File: config.mk
export PLATFORM = sky130hd
export DESIGN_NAME = regfile_arbiter
export DESIGN_NICKNAME = d
export VERILOG_FILES = /design/src/rtl/regfile_arbiter.sv
export SDC_FILE = /design/constraint.sdc
export NUM_CORES = 1
export LEC_CHECK = 0
export ABC_AREA = 1
export BUFFER_PORTS_ARGS = -buffer_cell sky130_fd_sc_hd__buf_2
export CORE_MARGIN = 2
export CORE_UTILIZATION = 33
export DETAILED_ROUTE_END_ITERATION = 12
export PLACE_DENSITY_LB_ADDON = 0.2
export SLEW_MARGIN = 5
export SYNTH_ARGS = -nofsm -noshare
export SYNTH_HDL_FRONTEND = slang
export SYNTH_SLANG_ARGS = --single-unit
export TNS_END_PERCENT = 30
File: constraint.sdc
create_clock -name clock -period 2.27 [get_ports clock]
set_input_delay 0.227 -clock clock [delete_from_list [all_inputs] [get_ports clock]]
set_output_delay 0.227 -clock clock [all_outputs]
set_load 0.05 [all_outputs]
File: src/rtl/regfile_arbiter.sv
// Round-robin arbiter sharing one register file between two clients, plus clear sequencing.
// Latency: grant is combinational; read data returns exactly 1 cycle after acceptance.
// Backpressure: cN_ready low holds the client off; no grants while busy or on a clear request.
//
// Ports:
//   clock, reset_enable         : clock and synchronous active-high reset
//   clear_req / clear_done/busy : register clear request, done pulse, sequencing busy flag
//   cN_valid/write/num1/num2/wval, cN_ready : client N request channel
//   cN_rvalid/out1/out2         : client N read response (outputs zeroed when not valid)
//   rf_*                        : register file control (get/set/reset) and read data
module regfile_arbiter #(
  parameter int WORD_SIZE     = 8,
  parameter int REG_ADDR_SIZE = 3,
  parameter int REG_NUM       = 8
) (
  input  logic                     clock,
  input  logic                     reset_enable,
  input  logic                     clear_req,
  output logic                     clear_done,
  output logic                     busy,
  input  logic                     c0_valid,
  input  logic                     c0_write,
  input  logic [REG_ADDR_SIZE-1:0] c0_num1,
  input  logic [REG_ADDR_SIZE-1:0] c0_num2,
  input  logic [WORD_SIZE-1:0]     c0_wval,
  output logic                     c0_ready,
  output logic                     c0_rvalid,
  output logic [WORD_SIZE-1:0]     c0_out1,
  output logic [WORD_SIZE-1:0]     c0_out2,
  input  logic                     c1_valid,
  input  logic                     c1_write,
  input  logic [REG_ADDR_SIZE-1:0] c1_num1,
  input  logic [REG_ADDR_SIZE-1:0] c1_num2,
  input  logic [WORD_SIZE-1:0]     c1_wval,
  output logic                     c1_ready,
  output logic                     c1_rvalid,
  output logic [WORD_SIZE-1:0]     c1_out1,
  output logic [WORD_SIZE-1:0]     c1_out2,
  output logic [REG_ADDR_SIZE-1:0] rf_num1,
  output logic [REG_ADDR_SIZE-1:0] rf_num2,
  output logic [REG_ADDR_SIZE-1:0] rf_set_num,
  output logic [WORD_SIZE-1:0]     rf_set_val,
  output logic                     rf_get_enable,
  output logic                     rf_set_enable,
  output logic                     rf_reset_enable,
  input  logic [WORD_SIZE-1:0]     rf_out1,
  input  logic [WORD_SIZE-1:0]     rf_out2
);

  typedef enum logic [1:0] {
    ST_INIT  = 2'd0,
    ST_IDLE  = 2'd1,
    ST_CLEAR = 2'd2
  } state_e;

  state_e state_q, state_d;
  logic   rr_ptr_q, rr_ptr_d;       // client favoured when both are valid
  logic   rsp_pend_q, rsp_pend_d;   // a read was accepted last cycle
  logic   rsp_id_q, rsp_id_d;       // owner of that read
  logic   busy_q, busy_d;
  logic   clear_done_q, clear_done_d;
  logic   rf_reset_q, rf_reset_d;

  logic                     grant0, grant1;
  logic                     sel_write;
  logic [REG_ADDR_SIZE-1:0] sel_num1, sel_num2;
  logic [WORD_SIZE-1:0]     sel_wval;

  always_comb begin
    state_d       = state_q;
    rr_ptr_d      = rr_ptr_q;
    rsp_pend_d    = 1'b0;
    rsp_id_d      = rsp_id_q;
    grant0        = 1'b0;
    grant1        = 1'b0;
    rf_num1       = '0;
    rf_num2       = '0;
    rf_set_num    = '0;
    rf_set_val    = '0;
    rf_get_enable = 1'b0;
    rf_set_enable = 1'b0;

    unique case (state_q)
      ST_INIT:  state_d = ST_IDLE;
      ST_CLEAR: state_d = ST_IDLE;
      ST_IDLE: begin
        if (clear_req) begin
          state_d = ST_CLEAR;
        end else if (c0_valid && (!c1_valid || !rr_ptr_q)) begin
          grant0 = 1'b1;
        end else if (c1_valid) begin
          grant1 = 1'b1;
        end
      end
      default:  state_d = ST_INIT;
    endcase

    // Payload of whichever client won; only meaningful when a grant is given.
    sel_write = grant1 ? c1_write : c0_write;
    sel_num1  = grant1 ? c1_num1  : c0_num1;
    sel_num2  = grant1 ? c1_num2  : c0_num2;
    sel_wval  = grant1 ? c1_wval  : c0_wval;

    if (grant0 || grant1) begin
      rr_ptr_d = grant0;  // the other client gets priority next time
      if (sel_write) begin
        rf_set_enable = 1'b1;
        rf_set_num    = sel_num1;
        rf_set_val    = sel_wval;
      end else begin
        rf_get_enable = 1'b1;
        rf_num1       = sel_num1;
        rf_num2       = sel_num2;
        rsp_pend_d    = 1'b1;
        rsp_id_d      = grant1;
      end
    end

    // State-derived outputs are registered from the next state so they line up
    // with the state they describe.
    busy_d       = (state_d != ST_IDLE);
    clear_done_d = (state_d == ST_CLEAR);
    rf_reset_d   = (state_d != ST_IDLE);
  end

  always_ff @(posedge clock) begin
    if (reset_enable) begin
      state_q      <= ST_INIT;
      rr_ptr_q     <= 1'b0;
      rsp_pend_q   <= 1'b0;
      rsp_id_q     <= 1'b0;
      busy_q       <= 1'b1;
      clear_done_q <= 1'b0;
      rf_reset_q   <= 1'b1;
    end else begin
      state_q      <= state_d;
      rr_ptr_q     <= rr_ptr_d;
      rsp_pend_q   <= rsp_pend_d;
      rsp_id_q     <= rsp_id_d;
      busy_q       <= busy_d;
      clear_done_q <= clear_done_d;
      rf_reset_q   <= rf_reset_d;
    end
  end

  // Register numbers beyond REG_NUM address nothing in the file.
  always_ff @(posedge clock) begin
    if (!reset_enable && rf_set_enable) assert (int'(rf_set_num) < REG_NUM);
    if (!reset_enable && rf_get_enable) assert (int'(rf_num1) < REG_NUM && int'(rf_num2) < REG_NUM);
  end

  assign c0_ready        = grant0;
  assign c1_ready        = grant1;
  assign busy            = busy_q;
  assign clear_done      = clear_done_q;
  assign rf_reset_enable = rf_reset_q;

  // Read data arrives from the file one cycle after the get; steer it to its owner.
  assign c0_rvalid = rsp_pend_q && !rsp_id_q;
  assign c1_rvalid = rsp_pend_q && rsp_id_q;
  assign c0_out1   = c0_rvalid ? rf_out1 : '0;
  assign c0_out2   = c0_rvalid ? rf_out2 : '0;
  assign c1_out1   = c1_rvalid ? rf_out1 : '0;
  assign c1_out2   = c1_rvalid ? rf_out2 : '0;

endmodule
# Yosys cells after proc, flatten, opt, wreduce, memory -nomap -nowiden
# Index checks and enable logic that the tools add are counted.
# op_classes
mux	29
n_bitwise	1
n_eq_ne	4
n_reduce_logical	11
# op_table
operator	count
$mux 8	7
$mux 3	8
$mux 1	12
$eq 2x2->1 const B	2
$pmux 2 s2	1
$logic_and 1x1->1	3
$logic_not 1->1	3
$eq 2x1->1 const B	1
$logic_not 2->1	1
$logic_or 1x1->1	2
$mux 2	1
$ne 2x1->1 const B	1
$reduce_and 2->1	1
$reduce_or 2->1	1
$not 1->1	1
# totals
in_bits	51
register_bits	7
elab_cells	51

# Depth between registers and ports, before layout
# logic_depth
word_depth	9
mapped_depth	8
ltp_nobuf	8

# Worst setup path before layout
# No wires, ideal clock.
# synth_path
path_kind	flip-flop to output port
from	reg rsp_pend_q
to	out c0_out1[4]
path_slack_ps	-141
required_ps	2043
path_stages_with_launch	6
arrival_time_ps	2184
path_cell_list	dfxtp_1 > inv_1 > nor2_1 > inv_1 > clkbuf_1 > nor2_1
# synth_between
elab_chain_cells	2
# synth_lines
element	line_no	rtl
start: declaration	58	logic rsp_pend_q, rsp_pend_d;
start signal: assignment	138	rsp_pend_q <= rsp_pend_d;
$logic_and 1x1->1	159	assign c0_rvalid = rsp_pend_q && !rsp_id_q;
net c0_rvalid	27	output logic c0_rvalid,
$mux 8	161	assign c0_out1 = c0_rvalid ? rf_out1 : '0;
end: declaration	28	output logic [WORD_SIZE-1:0] c0_out1,
# The timed path passes the listed nets, and every way through them passes these cells.

# Worst setup path after layout
# layout_path
from	reg rr_ptr_q
to	out rf_num2[1]
# layout_between
elab_chain_cells	9
word_cells_on_any_way	14
classes_between	10 x mux; 4 x reduce/logical
# layout_lines
element	line_no	rtl
start: declaration	57	logic rr_ptr_q, rr_ptr_d;
start signal: assignment	137	rr_ptr_q <= rr_ptr_d;
$logic_not 1->1 *	89	end else if (c0_valid && (!c1_valid || !rr_ptr_q)) begin
$logic_or 1x1->1 *	89	
$logic_and 1x1->1 *	89	
$mux 1	89	
$mux 1	87	if (clear_req) begin
$mux 1	83	unique case (state_q)
$mux 3 or $mux 1 (tied branches)	101, 99	
$mux 3	106	if (sel_write) begin
$mux 3 *	104	if (grant0 || grant1) begin
end: declaration	40	output logic [REG_ADDR_SIZE-1:0] rf_num2,
# Every way passes the cells marked *; elsewhere a longest branch is shown, timed or not.

==> flow_metrics.py <==
metrics = {
    "status": {
        "status": "complete, no violations",
    },
    "routing": {
        "routed_via_density": 4.30,
        "vias": 1182,
        "remaining_drc_errors": 0,
        "drt_wl_total_microns": 2690,
        "wire_per_inst_microns": 9.80,
        "drt_iter0_drc": 8,
        "drt_pass1_iterations": 4,
        "ant_nets": 0,
    },
    "critical_path": {
        "arrival_ns": 1.79,
        "cpPeakStageDelay_ns": 0.33,
        "endpoint_kind": "output pin",
        "crit_family": "simple AND/OR/NAND/NOR gates",
        "crit_path_start_kind": "flip-flop",
        "crit_required_ns": 2.04,
        "cpMostUsedCell": "nand2_1",
        "cp_num_buf_inv": 1,
        "crit_type": "flip-flop to output pin",
        "worstPathMaxFanout": 19,
        "path_cells": "nand2_1, nand2_1, nand3_4, nand2_2, nand3_2, a21oi_1, buf_2",
        "critical-path-slowest-cell": "dfxtp_1",
    },
    "timing": {
        "fin_crit_ns": 2.01,
        "hold_viol_final": 0,
        "max_freq_mhz": 496,
        "drv_slew": 0,
        "max_slew.worst_pin.slew_ns": 0.503,
        "skew_ns": 0.00849,
        "fin_setup_tns_ns": 0,
        "final-setup-viol-count": 0,
        "rsz0062_at_grt": "no",
        "layout_setup_ws_ns": 0.256,
        "slew_headroom_pct": 66.4,
        "period_share_pct": 88.7,
    },
    "clocking": {
        "clock_path_buffers": 2,
        "cts_tree": "done",
        "postCtsSetupBuffers": 0,
        "postCtsHoldBufs": 0,
        "cts.htree.levels": 1,
        "cts_root_buf": "clkbuf_4",
        "numCtsBuffers": 3,
        "cts_resized": 0,
        "clock_sink_count": 7,
        "clkTransAtPathRegs_ns": 0.06,
        "clock_latency_ns": 0.25,
    },
    "power": {
        "powerDensity_mw_per_mm2": 323,
        "vdd_ir_drop_max_mv": 0.268,
        "p_leak_nw": 0.973,
        "finalPower_w": 0.000435,
    },
    "place": {
        "portBuffers": 108,
        "gp_congestion": 0.755,
        "dp_hpwl_microns": 2290,
        "place_ws_ns": 0.486,
        "dp.cells": 271,
        "place_area_sq_mm": 0.00132,
    },
    "floorplan": {
        "rows": 17,
        "die_y_microns": 53.0,
        "initial_core_util_pct": 35.4,
        "core_sq_mm": 0.00223,
        "die_w_microns": 53.0,
        "io-pin-count": 109,
        "dieArea_sq_mm": 0.00280,
    },
    "global_routing": {
        "overflow": 0,
        "grt_max_degree": 20,
        "grt_pass1_wl_microns": 4110,
        "grt.total_usage_pct": 19.5,
        "grt_pass1_vias": 1056,
        "antenna_found_initial": 0,
    },
    "synth": {
        "ys_types": 22,
        "netlist_area_sq_um": 791,
        "postSynthAreaPerCell_sq_um": 5.61,
        "synth_top_cell_area_share_pct": 19.0,
        "yosysWarnings": 0,
        "yosys_register_bits": 7,
        "yosysSeqAreaShare_pct": 17.7,
        "ys_top_cells_by_area": "nor2_1 19%, dfxtp_1 18%, nand2_1 14%, inv_1 12%, a21oi_2 7.8%",
        "syn-num-nets": 192,
        "syn-instance-count": 141,
        "yosysTopAreaCell": "nor2_1",
    },
    "worst_hold_path": {
        "min_path_type": "input pin to flip-flop",
    },
    "layout": {
        "syn2layout_area_growth_pct": 70.3,
        "fin_nets": 299,
        "drive_gt1_share_pct": 52.6,
        "final_cells": 275,
        "n_antenna_cell": 0,
        "fin_area_sq_mm": 0.00135,
    },
    "job": {
        "drv.max_cap_violation_count": 0,
    },
}
-- cell families after synthesis --
kind of cell	synth area share (%)
AND/OR/NAND/NOR	47.8
AO/OA/AOI/OAI	11.6
flip-flops	17.7
buffers and inverters	19.1
multiplexers	3.80
-- metrics by stage --
stage | util [%] | hold slack (ns)
after floorplan | - | 0.296
after global placement | 59.1 | 0.456
after detailed placement | 59.1 | 0.456
after CTS | 60.3 | 0.211
after global routing | 60.3 | 0.218
final | 60.3 | 0.209
-- power by group --
group	total [W]	switching, W	internal, W
registers	0.000133	0.00000347	0.000129
logic	0.000188	0.000127	0.0000613
clock network	0.000115	0.0000474	0.0000672
-- final timing paths --
| path | from | to | slack [ns] | cells after the start |
|---|---|---|---|---|
| max reg2reg | rr_ptr_q | rsp_id_q | 0.91 | 7 |
| min | reset_enable | rsp_id_q | 0.21 | 2 |
| max | rr_ptr_q | rf_num2[1] | 0.26 | 7 |
| min reg2reg | rr_ptr_q | rr_ptr_q | 0.46 | 2 |
-- layer usage --
metal	track usage, %	up-vias	share of wire [%]
met5	0	-	0
met4	6.84	0	1.0
met3	4.24	4	10
met2	38.5	70	50
met1	19.6	482	39
li1	-	626	-
-- worst reg2reg max path, cell delays in order (launching register included) --
cell	delay, ns
dfxtp_1	0.33
nand2_1	0.05
nand2_1	0.13
nand3_4	0.24
nand2_2	0.16
nand3_2	0.19
nand2_1	0.11
a21oi_1	0.06
-- cells in the mapped netlist --
cell and number:
a21oi_1 6, a21oi_2 7, buf_2 1, buf_4 1, buf_6 1, buf_8 1
clkbuf_1 2, dfxtp_1 7, inv_1 26, inv_2 2, mux2i_1 3, nand2_1 30
nand2_2 2, nand2_4 2, nand3_2 1, nand3_4 1, nand4_1 1, nor2_1 40
nor2_2 3, nor2_4 1, nor3_1 2, or2_1 1
-- layout by cell type, fill, tap and decap left out, types with 3 or more instances in the layout --
cell      count
a21oi_1       6
a21oi_2       7
buf_2       108
clkbuf_4      3
dfxtp_1       7
inv_1        26
mux2i_1       3
nand2_1      30
nor2_1       40
nor2_2        3
-- layout make-up --
| cell class | instances | area, sq um |
|---|---|---|
| clock buffers | 4 | 26.3 |
| fillers | 263 | 887 |
| inverters | 28 | 105 |
| multi-input cells | 100 | 499 |
| flip-flops and latches | 7 | 140 |
| well taps | 28 | 35.0 |
| repair buffers | 108 | 541 |
-- sequential cells by signal, indices dropped and copies added, names as in the netlist --
signal	count
clear_done	1
rsp_id_q	1
rr_ptr_q	1
rf_reset_enable	1
rsp_pend_q	1
state_q	2
Power figures use the tool's default switching activity.
